--- src/rtl/rib_arbiter.sv ---
// RIB arbiter: fixed-priority three-master bus (JTAG > core data > fetch) onto
// NUM_SLAVES address regions selected by addr[31:28], with a per-access ack timeout.
module rib_arbiter #(
  parameter int NUM_SLAVES = 4,
  parameter int TIMEOUT    = 255
) (
  input  logic                     clk_i,
  input  logic                     rst_i,
  input  logic                     m0_req_i,
  input  logic                     m0_we_i,
  input  logic [31:0]              m0_addr_i,
  input  logic [31:0]              m0_wdata_i,
  input  logic                     m1_req_i,
  input  logic                     m1_we_i,
  input  logic [31:0]              m1_addr_i,
  input  logic [31:0]              m1_wdata_i,
  input  logic                     m2_req_i,
  input  logic [31:0]              m2_addr_i,
  output logic [31:0]              m_rdata_o,
  output logic [2:0]               m_ack_o,
  output logic [2:0]               m_err_o,
  output logic [31:0]              m2_addr_o,
  output logic                     hold_flag_o,
  output logic [NUM_SLAVES-1:0]    s_req_o,
  output logic                     s_we_o,
  output logic [31:0]              s_addr_o,
  output logic [31:0]              s_wdata_o,
  input  logic [32*NUM_SLAVES-1:0] s_rdata_i,
  input  logic [NUM_SLAVES-1:0]    s_ack_i
);

  localparam int CW = $clog2(TIMEOUT + 1);

  // state | meaning
  // IDLE  | waiting for a master request
  // BUSY  | slave request outstanding, timeout counter running
  // DONE  | one-cycle ack pulse to owner
  // ERR   | one-cycle error pulse to owner (decode error or timeout)
  typedef enum logic [1:0] {IDLE, BUSY, DONE, ERR} state_e;

  state_e          state_q, state_d;
  logic [1:0]      owner_q, owner_d;
  logic            we_q, we_d;
  logic [31:0]     addr_q, addr_d;
  logic [31:0]     wdata_q, wdata_d;
  logic [31:0]     rdata_q, rdata_d;
  logic [3:0]      sel_q, sel_d;
  logic [CW-1:0]   cnt_q, cnt_d;

  logic            req_any;
  logic [1:0]      req_owner;
  logic            req_we;
  logic [31:0]     req_addr;
  logic [31:0]     req_wdata;
  logic            dec_err;
  logic            ack_sel;
  logic [31:0]     rdata_sel;
  logic            timeout_hit;

  always_comb begin
    req_any   = m0_req_i | m1_req_i | m2_req_i;
    req_owner = 2'd2;
    req_we    = 1'b0;
    req_addr  = m2_addr_i;
    req_wdata = 32'h0;
    if (m0_req_i) begin
      req_owner = 2'd0;
      req_we    = m0_we_i;
      req_addr  = m0_addr_i;
      req_wdata = m0_wdata_i;
    end else if (m1_req_i) begin
      req_owner = 2'd1;
      req_we    = m1_we_i;
      req_addr  = m1_addr_i;
      req_wdata = m1_wdata_i;
    end
    dec_err = {1'b0, req_addr[31:28]} >= 5'(NUM_SLAVES);
  end

  always_comb begin
    ack_sel   = 1'b0;
    rdata_sel = 32'h0;
    for (int k = 0; k < NUM_SLAVES; k++) begin
      if (sel_q == 4'(k)) begin
        ack_sel   = s_ack_i[k];
        rdata_sel = s_rdata_i[32*k +: 32];
      end
    end
  end

  // Counter runs 0..TIMEOUT-1 across the BUSY cycles, so s_req_o is up TIMEOUT cycles.
  assign timeout_hit = (cnt_q == CW'(TIMEOUT - 1));

  always_ff @(posedge clk_i) begin
    if (rst_i) state_q <= IDLE;
    else       state_q <= state_d;
  end

  always_comb begin
    state_d = state_q;
    case (state_q)
      IDLE: if (req_any) state_d = dec_err ? ERR : BUSY;
      BUSY: begin
        if (ack_sel)          state_d = DONE;
        else if (timeout_hit) state_d = ERR;
      end
      DONE:    state_d = IDLE;
      ERR:     state_d = IDLE;
      default: state_d = IDLE;
    endcase
  end

  always_comb begin
    owner_d = owner_q;
    we_d    = we_q;
    addr_d  = addr_q;
    wdata_d = wdata_q;
    rdata_d = rdata_q;
    sel_d   = sel_q;
    cnt_d   = cnt_q;
    case (state_q)
      IDLE: begin
        if (req_any) begin
          owner_d = req_owner;
          we_d    = req_we;
          addr_d  = req_addr;
          wdata_d = req_wdata;
          sel_d   = req_addr[31:28];
          cnt_d   = '0;
          if (dec_err) rdata_d = 32'h0;
        end
      end
      BUSY: begin
        cnt_d = cnt_q + CW'(1);
        if (ack_sel) begin
          if (!we_q) rdata_d = rdata_sel;
        end else if (timeout_hit) begin
          rdata_d = 32'h0;
        end
      end
      default: ;
    endcase
  end

  always_ff @(posedge clk_i) begin
    if (rst_i) begin
      owner_q <= 2'd0;
      we_q    <= 1'b0;
      addr_q  <= 32'h0;
      wdata_q <= 32'h0;
      rdata_q <= 32'h0;
      sel_q   <= 4'h0;
      cnt_q   <= '0;
    end else begin
      owner_q <= owner_d;
      we_q    <= we_d;
      addr_q  <= addr_d;
      wdata_q <= wdata_d;
      rdata_q <= rdata_d;
      sel_q   <= sel_d;
      cnt_q   <= cnt_d;
    end
  end

  always_comb begin
    m_ack_o   = 3'b000;
    m_err_o   = 3'b000;
    m2_addr_o = 32'h0;
    s_req_o   = '0;
    case (state_q)
      BUSY: begin
        for (int k = 0; k < NUM_SLAVES; k++) s_req_o[k] = (sel_q == 4'(k));
      end
      DONE: begin
        m_ack_o[owner_q] = 1'b1;
        if (owner_q == 2'd2) m2_addr_o = addr_q;
      end
      ERR:     m_err_o[owner_q] = 1'b1;
      default: ;
    endcase
  end

  assign s_we_o    = (state_q == BUSY) & we_q;
  assign s_addr_o  = {4'h0, addr_q[27:0]};
  assign s_wdata_o = wdata_q;
  assign m_rdata_o = rdata_q;

  assign hold_flag_o = ~rst_i & ((m1_req_i & ~m_ack_o[1] & ~m_err_o[1]) |
                                 (m2_req_i & ~m_ack_o[2] & ~m_err_o[2]));

endmodule

--- config.mk ---
export PLATFORM = sky130hd
export DESIGN_NAME = rib_arbiter
export DESIGN_NICKNAME = d
export VERILOG_FILES = /design/src/rtl/rib_arbiter.sv
export SDC_FILE = /design/constraint.sdc
export NUM_CORES = 1
export LEC_CHECK = 0
export BUFFER_PORTS_ARGS = -buffer_cell sky130_fd_sc_hd__buf_2
export CAP_MARGIN = 20
export CELL_PAD_IN_SITES_DETAIL_PLACEMENT = 1
export CELL_PAD_IN_SITES_GLOBAL_PLACEMENT = 2
export CORE_AREA = 2 2 172 174
export DETAILED_ROUTE_END_ITERATION = 10
export DIE_AREA = 0 0 174 176
export GPL_TIMING_DRIVEN = 0
export HOLD_SLACK_MARGIN = 0.03
export PLACE_DENSITY_LB_ADDON = 0.1
export SLEW_MARGIN = 0
export SYNTH_ARGS = -nofsm -noshare
export SYNTH_HDL_FRONTEND = slang
export SYNTH_SLANG_ARGS = --single-unit
--- constraint.sdc ---
create_clock -name clk_i -period 3 [get_ports clk_i]
set_input_delay 0.6 -clock clk_i [delete_from_list [all_inputs] [get_ports clk_i]]
set_output_delay 0.6 -clock clk_i [all_outputs]
set_load 0.01 [all_outputs]
Word level (Yosys, flattened, before mapping)
Cells that the tools add are included.

Flip-flop bits (word level): 113. Input bits: 299. Output and inout port bits: 140. Word-level logic and storage cells: 83.

Add/subtract/negate cells: 1. Order comparisons: 3. Equal/unequal tests: 12. Multiplexer cells: 36. Bitwise gates (word level): 14. Reductions and logical operators: 9.

Operators with widths (number): $mux W32 (15); $pmux W32 S2 (1); $pmux W8 S2 (1); $mux W2 (6); $add A8 B1 Y8 const B (1); $eq A4 B2 Y1 const B (2); $eq A8 B8 Y1 const B (1); $mux W8 (1); $mux W1 (7); $and A1 B1 Y1 (6); $eq A2 B2 Y1 const B (3); $mux W3 (2); $ne A3 B3 Y1 const B (2); $pmux W2 S3 (1); $reduce_and A2 Y1 (3); $not A1 Y1 (5); $reduce_and A5 Y1 (1); $eq A4 B1 Y1 const B (1); $ge A4 B3 Y1 const B (1); $logic_not A4 Y1 (1); $mux W4 (1); $ne A2 B2 Y1 const B (2); $lt A2 B3 Y1 const B (1); $or A1 B1 Y1 (3); 7 further kinds (7).

Logic depth before layout (Yosys ltp)
Gate-level depths: netlist of the first run.

Depth in word-level cells: 10. Depth in mapped cells: 8. Depth with buffers taken out: 7.

Least setup slack after synthesis of the first run
Ideal clock, no wire load.

Path type: in2out. Start point: input port m1_req_i. End point: output port hold_flag_o. Arrival time: 1.570 ns. Setup slack: 0.830 ns. Stages: 4. Path through: clkbuf_1 > buf_2 > nor2_1 > a211oi_1.

Word-level cells in the longest chain between the ends: 4.

RTL lines: start, declared (RTL line 13) `input logic m1_req_i,`; $and A1 B1 Y1 (2 in series) (RTL line 188) `assign hold_flag_o = ~rst_i & ((m1_req_i & ~m_ack_o[1] & ~m_err_o[1]) |`; $or A1 B1 Y1 (RTL line 188); $and A1 B1 Y1 (RTL line 188); end, declared (RTL line 23) `output logic hold_flag_o,`.

Every way passes these cells.

Final worst setup path of the first run
Start point: register state_q[1]. End point: output port m2_addr_o[30].

Word-level cells in the longest chain between the ends: 2.

RTL lines: start, declared (RTL line 41) `state_e state_q, state_d;`; start signal, assigned (RTL line 96) `else state_q <= state_d;`; $eq A2 B2 Y1 (RTL line 170) `case (state_q)`; $mux W32 (RTL line 170); end, declared (RTL line 22) `output logic [31:0] m2_addr_o,`.

Every way passes these cells.

==> results of run 1 <==
cell usage after synthesis (all sizes together) (2+ instances only):
library cell | number | area share, %
mux2i | 67 | 10
a211oi | 2 | 0.23
nand4 | 2 | 0.20
dfxtp | 109 | 34
clkbuf | 45 | 2.6
mux4 | 18 | 6.3
or3 | 3 | 0.31
nor3b | 4 | 0.55
buf | 51 | 5.9
inv | 3 | 0.18
and2 | 33 | 3.2
a31oi | 2 | 0.20
ha | 2 | 0.39
a21oi | 41 | 3.2
dlygate4sd1 | 2 | 0.27
a222oi | 33 | 5.2
mux2 | 32 | 5.6
xor2 | 2 | 0.27
nor2 | 55 | 3.2
nor3 | 7 | 0.55
o21ai | 33 | 2.8
nand2b | 36 | 3.5
o221ai | 15 | 2.1
nand2 | 115 | 6.7
sequential cells by signal, summed over array words and instances (netlist names):
name and flops:
m_rdata_o 32, cnt_q 8, we_q 1, state_q 2
s_wdata_o 32, owner_q 2, addr_q 32
cells by family after synthesis:
kind of cell | count (synthesis) | synth area share [%]
simple gates | 261 | 19.1
compound gates | 133 | 14.6
buf+inv | 101 | 9.02
fa+ha+maj | 2 | 0.391
xor+xnor | 2 | 0.274
other cells | 1 | 0.0586
mux | 117 | 22.5
flops | 109 | 34.1
final timing paths:
check	cells after the start	end	startpoint
max	5	m2_addr_o[30]	state_q[1]
max reg2reg	8	m_rdata_o[25]	state_q[0]
min reg2reg	2	addr_q[11]	addr_q[11]
min	3	s_wdata_o[16]	m0_wdata_i[16]
per-layer routing:
layer	routed length, um	share of wire, %
met1	12000	41
met2	15000	51
met3	2340	7.9
met4	235	0.79
met5	18	0.061
layout by cell type (no fill, tap or decap), types with 4 or more instances in the layout:
master     netlist  final
buf_1            6      6
buf_4           32     32
buf_2            9    442
mux2i_1         67     67
a222oi_1        33     33
o21ai_0         31     31
o221ai_1        15     15
nand2b_1        36     36
nor2_1          55     55
mux4_2          18     18
nand2_1        115    115
dfxtp_1        109    109
clkbuf_1        45     45
clkbuf_16        0      9
conb_1           1      4
and2_1          33     33
nor3_1           7      6
a21oi_1         41     41
mux2_2          31     31
power groups by stage:
stage                     logic (mW)  registers [mW]  clock network, mW
after floorplan                0.906            1.71                  0
after global placement          1.54            1.70                  0
after detailed placement        1.54            1.70                  0
after CTS                       1.55            1.67               1.36
after global routing            1.67            1.69               1.41
final                           1.51            1.67               1.29
metrics by stage:
| step | setup slack [ns] | hold slack [ns] | cell area [um^2] |
|---|---|---|---|
| after floorplan | 0.830 | 0.445 | 6410 |
| after CTS | 0.186 | 0.455 | 9370 |
| after global placement | 0.220 | 0.455 | 9050 |
| after global routing | 0.0658 | 0.462 | 9370 |
| after detailed placement | 0.188 | 0.461 | 9050 |
| final | 0.314 | 0.468 | 9370 |
area by class of cell:
type	count	area, um^2	share of cell area [%]
Timing Repair Buffer	433	2170	23.1
Antenna cell	1	2.50	0.0267
Multi-Input combinational cell	519	3650	39.0
Buffer	98	567	6.05
Tap cell	384	480	5.13
Clock buffer	10	229	2.44
Sequential cell	109	2180	23.3
Clock inverter	6	78.8	0.841
Inverter	3	11.3	0.120
worst reg2reg max path, cell delays in order, from the launching register on:
cell	delay [ns]
dfxtp_1	0.31
buf_2	0.20
nor2b_1	0.15
buf_2	0.21
nand2_1	0.15
nor3b_2	0.32
clkbuf_1	0.50
o221ai_1	0.24
mux2i_1	0.17
==> flow_summary.yaml, run 1 <==
outcome:
  status: "complete, no violations"
sta:
  slew_headroom_pct: 47.6
  fmax_mhz: 372
  tightest_slew_ns: 0.786
  rsz0062_at_grt: "false"
  post-route-period-util_pct: 89.5
  skew_ns: 0.0127
  setup_viol: 0
  period_needed_ns: 2.69
  hold_viol_final: 0
  drv_slew: 0
  finalSetupTns_ns: 0
clock_network:
  post_cts_buffers: 0
  path_clk_slew_ns: 0.09
  htreeDepth: 3
  numCtsBuffers: 9
  cts_hold_buf: 0
  cts_resized: 1
  cts-root-buf: "clkbuf_16"
  clock_latency_ns: 0.36
  cts.sinks: 109
  clockBufferDepth: 2
  cts_tree: "yes"
power_and_ir_drop:
  switching_power_mw: 1.52
  seqPwrFrac_pct: 37.3
  peakVddDrop_mv: 0.256
  p_sw_share_pct: 34.0
  comb_power_share_pct: 33.7
  leakage_nw: 4.52
  power.total_mw: 4.47
  p_clk_share_pct: 28.9
  powerDensity_nw_per_um2: 477
  internal_power_mw: 2.95
die:
  dieArea_um2: 30600
  fp.dieW_um: 174
  die_h_um: 176
  num_rows: 62
  core_area_um2: 28500
  start_util_pct: 22.4
  pin_count: 439
worst_setup_path:
  critical_path_class: "flip-flop to output port"
  start_kind: "flip-flop"
  crit_path_cell_trace: "nand2_1 -> nor3_2 -> clkbuf_1 -> and2_1 -> buf_2"
  crit_path_end_kind: "output port"
  r2r_setup_slack_ns: 0.70
  path_buf_inv: 2
  cp_top_family: "simple AND/OR/NAND/NOR gates"
  max_stage_delay_ns: 0.48
  arrival_ns: 2.09
  worstPathRequired_ns: 2.40
  worst-path-max-fanout: 10
  slowest_stage: "dfxtp_1"
job:
  max_cap_violations: 0
routing:
  drt_drc_violations_left: 0
  vias_per_cell: 4.53
  wire_per_inst_um: 19.0
  dr.first_iter.drc_count: 328
  antenna_left: 0
  firstDrtPassIters: 7
  via_count: 7073
  routed_wl_um: 29600
logic_synthesis:
  synth_cell_types: 47
  synth_flop_cell: "dfxtp_1"
  postSynthAreaPerCell_um2: 8.81
  synth_edf_count: 0
  synthArstFlopShare_pct: 0
  syn-instance-count: 726
  yosys_warnings: 0
  syn_area_um2: 6400
  synth_seq_cells: 109
  synth-seq-area-share_pct: 34.1
global_routing:
  grt-ovfl-total: 0
  grt_util_met1_pct: 21.7
  globalRouteMet2Util_pct: 34.8
  grt_pass1_vias: 7529
  grt_pass1_wl_um: 44500
  grt_max_degree: 20
  grt_use_met3_pct: 6.07
  grt_most_used_layer: "met2"
  grt_util_all_layers_pct: 18.9
  antenna_found_initial: 2
final_layout:
  fill_cells: 3565
  utilization_pct: 32.8
  area_growth_pct: 46.5
  nets: 1474
  drive_gt1_share_pct: 46.6
  finalNonFillerCells: 1563
placed_design:
  hpwlAfterDp_um: 24600
  placed_cells: 1546
  io_buffer_count: 433
  gp_congestion: 0.759
hold_path:
  min_path_type: "primary input to flip-flop"
(Power assumes the default switching activity.)
==> run 2: changes to the inputs <==
--- a/config.mk
+++ b/config.mk
@@ -14,7 +14,7 @@
 export DIE_AREA = 0 0 174 176
 export GPL_TIMING_DRIVEN = 0
 export HOLD_SLACK_MARGIN = 0.03
-export PLACE_DENSITY_LB_ADDON = 0.1
+export PLACE_DENSITY = 0.93
 export SLEW_MARGIN = 0
 export SYNTH_ARGS = -nofsm -noshare
 export SYNTH_HDL_FRONTEND = slang
==> flow_summary.yaml, run 2 (same netlist as run 1, synthesis figures left out) <==
routing:
  via_count: 7241
  vias_per_cell: 4.63
  antenna_left: 0
  drt_drc_violations_left: 0
  routed_wl_um: 29400
  dr.first_iter.drc_count: 326
  firstDrtPassIters: 6
  wire_per_inst_um: 18.8
sta:
  post-route-period-util_pct: 94.4
  tightest_slew_ns: 0.810
  drv_slew: 0
  period_needed_ns: 2.83
  hold_viol_final: 0
  setup_viol: 0
  skew_ns: 0.0170
  finalSetupTns_ns: 0
  slew_headroom_pct: 46.0
  worst_hold_slack_ns: 0.473
  rsz0062_at_grt: "false"
  layout_setup_ws_ns: 0.167
  fmax_mhz: 353
worst_setup_path:
  r2r_end: "m_rdata_o[25]"
  critical_path_class: "flip-flop to output port"
  crit_path_cell_trace: "nand2_1 -> nor3_2 -> clkbuf_1 -> and2_1 -> buf_2"
  worst-path-max-fanout: 10
  r2r_setup_slack_ns: 0.34
  timing.rr.start: "state_q[0]"
  slowest_stage: "clkbuf_1"
  crit_path_end_kind: "output port"
  start_kind: "flip-flop"
  max_stage_delay_ns: 0.48
  r2r_cells: 8
  arrival_ns: 2.23
  worstPathRequired_ns: 2.40
power_and_ir_drop:
  leakage_nw: 4.52
  switching_power_mw: 1.58
  p_sw_share_pct: 34.6
  comb_power_share_pct: 33.5
  internal_power_mw: 2.98
  seqPwrFrac_pct: 36.8
  peakVddDrop_mv: 0.216
  powerDensity_nw_per_um2: 485
  p_clk_share_pct: 29.7
placed_design:
  place_area_um2: 9050
  io_buffer_count: 433
  gp_congestion: 0.856
  hpwlAfterDp_um: 24600
  place_ws_ns: 0.137
die:
  fp.dieW_um: 174
  num_rows: 62
  core_area_um2: 28500
  pin_count: 439
  dieArea_um2: 30600
  die_h_um: 176
  start_util_pct: 22.4
global_routing:
  grt_max_degree: 21
  grt_pass1_vias: 7580
  grt_pass1_wl_um: 44500
  grt-ovfl-total: 0
  grt_util_all_layers_pct: 18.8
  antenna_found_initial: 2
hold_path:
  hold_path_depth: 2
  min_path_type: "flip-flop to flip-flop"
  hold_start: "addr_q[5]"
  min_to: "addr_q[5]"
clock_network:
  htreeDepth: 3
  path_clk_slew_ns: 0.09
  cts.sinks: 109
  numCtsBuffers: 9
  clock_latency_ns: 0.36
  cts-root-buf: "clkbuf_16"
  cts_hold_buf: 0
  post_cts_buffers: 0
  cts_tree: "yes"
  clockBufferDepth: 2
final_layout:
  utilization_pct: 32.9
  fill_cells: 3579
  nets: 1474
  layout_common_cells: "buf_2, nand2_1, dfxtp_1"
  layout_commonest_cell: "buf_2"
  area_growth_pct: 46.8
  fin_area_um2: 9390
  drive_gt1_share_pct: 46.7
outcome:
  status: "complete, no violations"
job:
  max_cap_violations: 0
run 2: cell count changes in the layout (fill, tap and decap cells not counted), sizes merged:
cell / change
clkinv: +1
inv: -1
run 2: stage by stage:
| step | power (mW) | std cells |
|---|---|---|
| CTS | 4.64 | 1562 |
| detailed placement | 3.25 | 1546 |
| global route | 4.83 | 1563 |
| finish | 4.55 | 1563 |
| global placement | 3.22 | 1546 |
| floorplan | 2.61 | 729 |
run 2: cell type report:
class                   instances  area, um^2  share of cell area [%]
multi-input cells             519        3650                    38.9
flip-flops and latches        109        2180                    23.2
repair buffers                433        2170                    23.1
plain buffers                  98         567                    6.04
well taps                     384         480                    5.12
clock buffers                  10         239                    2.54
clock inverters                 6        88.8                   0.946
inverters                       3        11.3                   0.120
diodes                          1        2.50                  0.0266
run 2: layer usage:
layer	GRT usage, %	vias to the layer above	part of all wire, %
li1	-	3447	-
met1	21.7	3463	41
met2	35.1	303	52
met3	3.27	28	5.5
met4	5.81	0	2.0
met5	0	-	0
run 2: how the worst max path moves through the flow:
stage / from / end / slack (ns)
floorplan: m1_req_i / hold_flag_o / 0.83
global placement: state_q[1] / m2_addr_o[21] / 0.15
detailed placement: state_q[1] / m2_addr_o[21] / 0.14
CTS: state_q[1] / m2_addr_o[21] / 0.03
global route: state_q[1] / m2_addr_o[25] / 0.005
finish: state_q[1] / m2_addr_o[25] / 0.17
run 2: power groups by stage:
stage / registers (mW) / logic (mW) / clock network (mW)
2_1_floorplan: 1.71 / 0.906 / 0
3_3_place_gp: 1.70 / 1.52 / 0
3_5_place_dp: 1.71 / 1.55 / 0
4_1_cts: 1.68 / 1.55 / 1.41
5_1_grt: 1.69 / 1.68 / 1.46
6_report: 1.67 / 1.53 / 1.35
run 2: critical path, delay by kind of cell (launching register included):
kind                   cells  cell delay [ns]
AND/OR/NAND/NOR            3             0.78
buffers and inverters      2             0.62
flip-flops                 1             0.47
run 2: timing repair:
item	4_1_cts	5_1_grt
endpoints found under the setup margin	30	10
gates cloned	0	0
gates resized for setup	1	2
==> run 3: changes to the inputs <==
--- a/config.mk
+++ b/config.mk
@@ -5,16 +5,19 @@
 export SDC_FILE = /design/constraint.sdc
 export NUM_CORES = 1
 export LEC_CHECK = 0
+export ABC_AREA = 1
+export ABC_CLOCK_PERIOD_IN_PS = 3000
 export BUFFER_PORTS_ARGS = -buffer_cell sky130_fd_sc_hd__buf_2
 export CAP_MARGIN = 20
 export CELL_PAD_IN_SITES_DETAIL_PLACEMENT = 1
 export CELL_PAD_IN_SITES_GLOBAL_PLACEMENT = 2
-export CORE_AREA = 2 2 172 174
+export CORE_ASPECT_RATIO = 0.9
+export CORE_MARGIN = 1.5
+export CORE_UTILIZATION = 21
 export DETAILED_ROUTE_END_ITERATION = 10
-export DIE_AREA = 0 0 174 176
 export GPL_TIMING_DRIVEN = 0
 export HOLD_SLACK_MARGIN = 0.03
-export PLACE_DENSITY = 0.93
+export PLACE_DENSITY = 0.95
 export SLEW_MARGIN = 0
 export SYNTH_ARGS = -nofsm -noshare
 export SYNTH_HDL_FRONTEND = slang
==> flow_summary.yaml, run 3 <==
worst_setup_path:
  worstPathRequired_ns: 2.40
  start_kind: "flip-flop"
  crit_path_cell_trace: "clkbuf_1 -> clkbuf_1 -> nor4_1 -> buf_2"
  slowest_stage: "clkbuf_1"
  max_stage_delay_ns: 0.61
  crit_path_end_kind: "output port"
  worst-path-max-fanout: 10
  path_common_cell: "clkbuf_1"
  critical_path_class: "flip-flop to output port"
  arrival_ns: 2.22
placed_design:
  place_area_um2: 9180
  place_ws_ns: 0.121
  hpwlAfterDp_um: 28700
  io_buffer_count: 433
  gp_congestion: 0.855
sta:
  setup_viol: 0
  skew_ns: 0.0251
  slew_headroom_pct: 49.9
  post-route-period-util_pct: 93.9
  rsz0062_at_grt: "false"
  period_needed_ns: 2.82
  finalSetupTns_ns: 0
  tightest_slew_ns: 0.751
  hold_viol_final: 0
  fmax_mhz: 355
  drv_slew: 0
  layout_setup_ws_ns: 0.184
  worst_hold_slack_ns: 0.487
logic_synthesis:
  ys_top_cells_by_area: "dfxtp_1, nand2_1, nor2_1"
  postSynthAreaPerCell_um2: 6.31
  yosys_warnings: 0
  synth_edf_count: 0
  synth_flop_cell: "dfxtp_1"
  syn-instance-count: 1029
  synth.largest_area_cell: "dfxtp_1"
  synthArstFlopShare_pct: 0
  synth_cell_types: 38
  yosys-top-cells-count: "nand2_1, nor2_1, dfxtp_1, nand3_1, inv_1"
  synthAdderAreaFrac_pct: 0.385
  synth_top_family_by_area: "simple AND/OR/NAND/NOR gates"
  synth-simple-area-share_pct: 35.8
  syn_area_um2: 6490
  synth_seq_cells: 109
  yosys.cell_count.top_type: "nand2_1"
  synth_xor_area_share_pct: 0
  synth-seq-area-share_pct: 33.6
  synth_top_cell_area_share_pct: 33.6
  muxShareOfSynthArea_pct: 0
  synth_compound_area_share_pct: 16.1
clock_network:
  clock_latency_ns: 0.37
  post_cts_buffers: 0
  cts-root-buf: "clkbuf_16"
  numCtsBuffers: 9
  cts.sinks: 109
  cts_hold_buf: 0
  cts_tree: "yes"
  clockBufferDepth: 2
  path_clk_slew_ns: 0.09
  htreeDepth: 3
final_layout:
  multi_input_area_um2: 3420
  layout_commonest_cell: "buf_2"
  fill_cells: 4072
  fin_area_um2: 9470
  nets: 1777
  layout_common_cells: "buf_2, nand2_1, nor2_1"
  drive_gt1_share_pct: 36.0
  area_growth_pct: 45.8
  regArea_um2: 2180
hold_path:
  min_path_type: "primary input to flip-flop"
power_and_ir_drop:
  powerDensity_nw_per_um2: 789
  leakage_nw: 4.81
  peakVddDrop_mv: 0.290
routing:
  antenna_left: 0
  routed_wl_um: 34700
  via_count: 8601
  dr.first_iter.drc_count: 315
  drt_drc_violations_left: 0
  firstDrtPassIters: 4
  wire_per_inst_um: 18.4
  vias_per_cell: 4.57
job:
  max_cap_violations: 0
die:
  start_util_pct: 21.5
  num_rows: 60
  fp.dieW_um: 188
  die_h_um: 170
  pin_count: 439
  core_area_um2: 30200
  dieArea_um2: 32000
global_routing:
  grt_pass1_vias: 9025
  grt_util_all_layers_pct: 21.4
  antenna_found_initial: 3
  grt_pass1_wl_um: 52800
  grt_max_degree: 19
  grt-ovfl-total: 0
outcome:
  status: "complete, no violations"
[run 3: repair_timing]
item,4_1_cts,5_1_grt
cloned,0,0
setup endpoints to repair,21,17
gates resized for setup,3,5
hold endpoints to repair,0,0
[run 3: final timing paths]
kind                            cells after the start            end  slack, ns            from
worst max-delay path                                4     s_req_o[0]       0.18      addr_q[28]
worst min-delay path                                3  s_wdata_o[10]       0.49  m1_wdata_i[10]
worst max register to register                      6     addr_q[30]       0.67      state_q[0]
worst min register to register                      2  s_wdata_o[30]       0.50   s_wdata_o[30]
[run 3: logic make-up (layout without fill, tap and decap cells)]
| logic type | after synthesis | after routing |
|---|---|---|
| AOI/OAI and AO/OA | 170 | 170 |
| adders and majority gates | 2 | 2 |
| buffers and inverters | 198 | 646 |
| DFF | 109 | 109 |
| other | 1 | 5 |
| and+or+nand+nor | 549 | 549 |
[run 3: final cells by class]
cell class | count | share of cell area [%]
antenna | 1 | 0.0264
buffer | 96 | 5.62
clock buffer | 9 | 2.38
clock inverter | 6 | 0.515
inverter | 102 | 4.06
multi-input combinational | 725 | 36.1
sequential | 109 | 23.1
tap | 403 | 5.33
timing repair buffer | 433 | 22.9
[run 3: stage by stage]
step	utilization, %	instances	power (mW)
finish	31.4	1884	7.47
global route	31.4	1884	8.15
CTS	31.3	1883	7.61
detailed placement	30.4	1868	6.35
global placement	30.4	1868	6.25
floorplan	-	1032	4.70
[run 3: metal layers]
| metal | global-route usage [%] | wire length, um | share of wire [%] | vias up |
|---|---|---|---|---|
| met5 | 0 | 0 | 0 | - |
| met4 | 6.25 | 824 | 2.4 | 0 |
| met3 | 4.91 | 2340 | 6.8 | 40 |
| met2 | 39.1 | 17000 | 49 | 344 |
| met1 | 24.9 | 14500 | 42 | 4001 |
| li1 | - | - | - | 4216 |
[run 3: power by group]
| part | switching [mW] | leakage (nW) | internal (mW) |
|---|---|---|---|
| combinational | 2.71 | 3.79 | 1.48 |
| clock | 0.641 | 0.124 | 0.568 |
| sequential | 0.248 | 0.896 | 1.83 |
| total | 3.60 | 4.81 | 3.87 |
[run 3: critical path: cells and delay by family, from the launching register on]
kind / cells / cell delay (ns)
buffers and inverters: 3 / 1.25
and+or+nand+nor: 1 / 0.16
DFF: 1 / 0.46
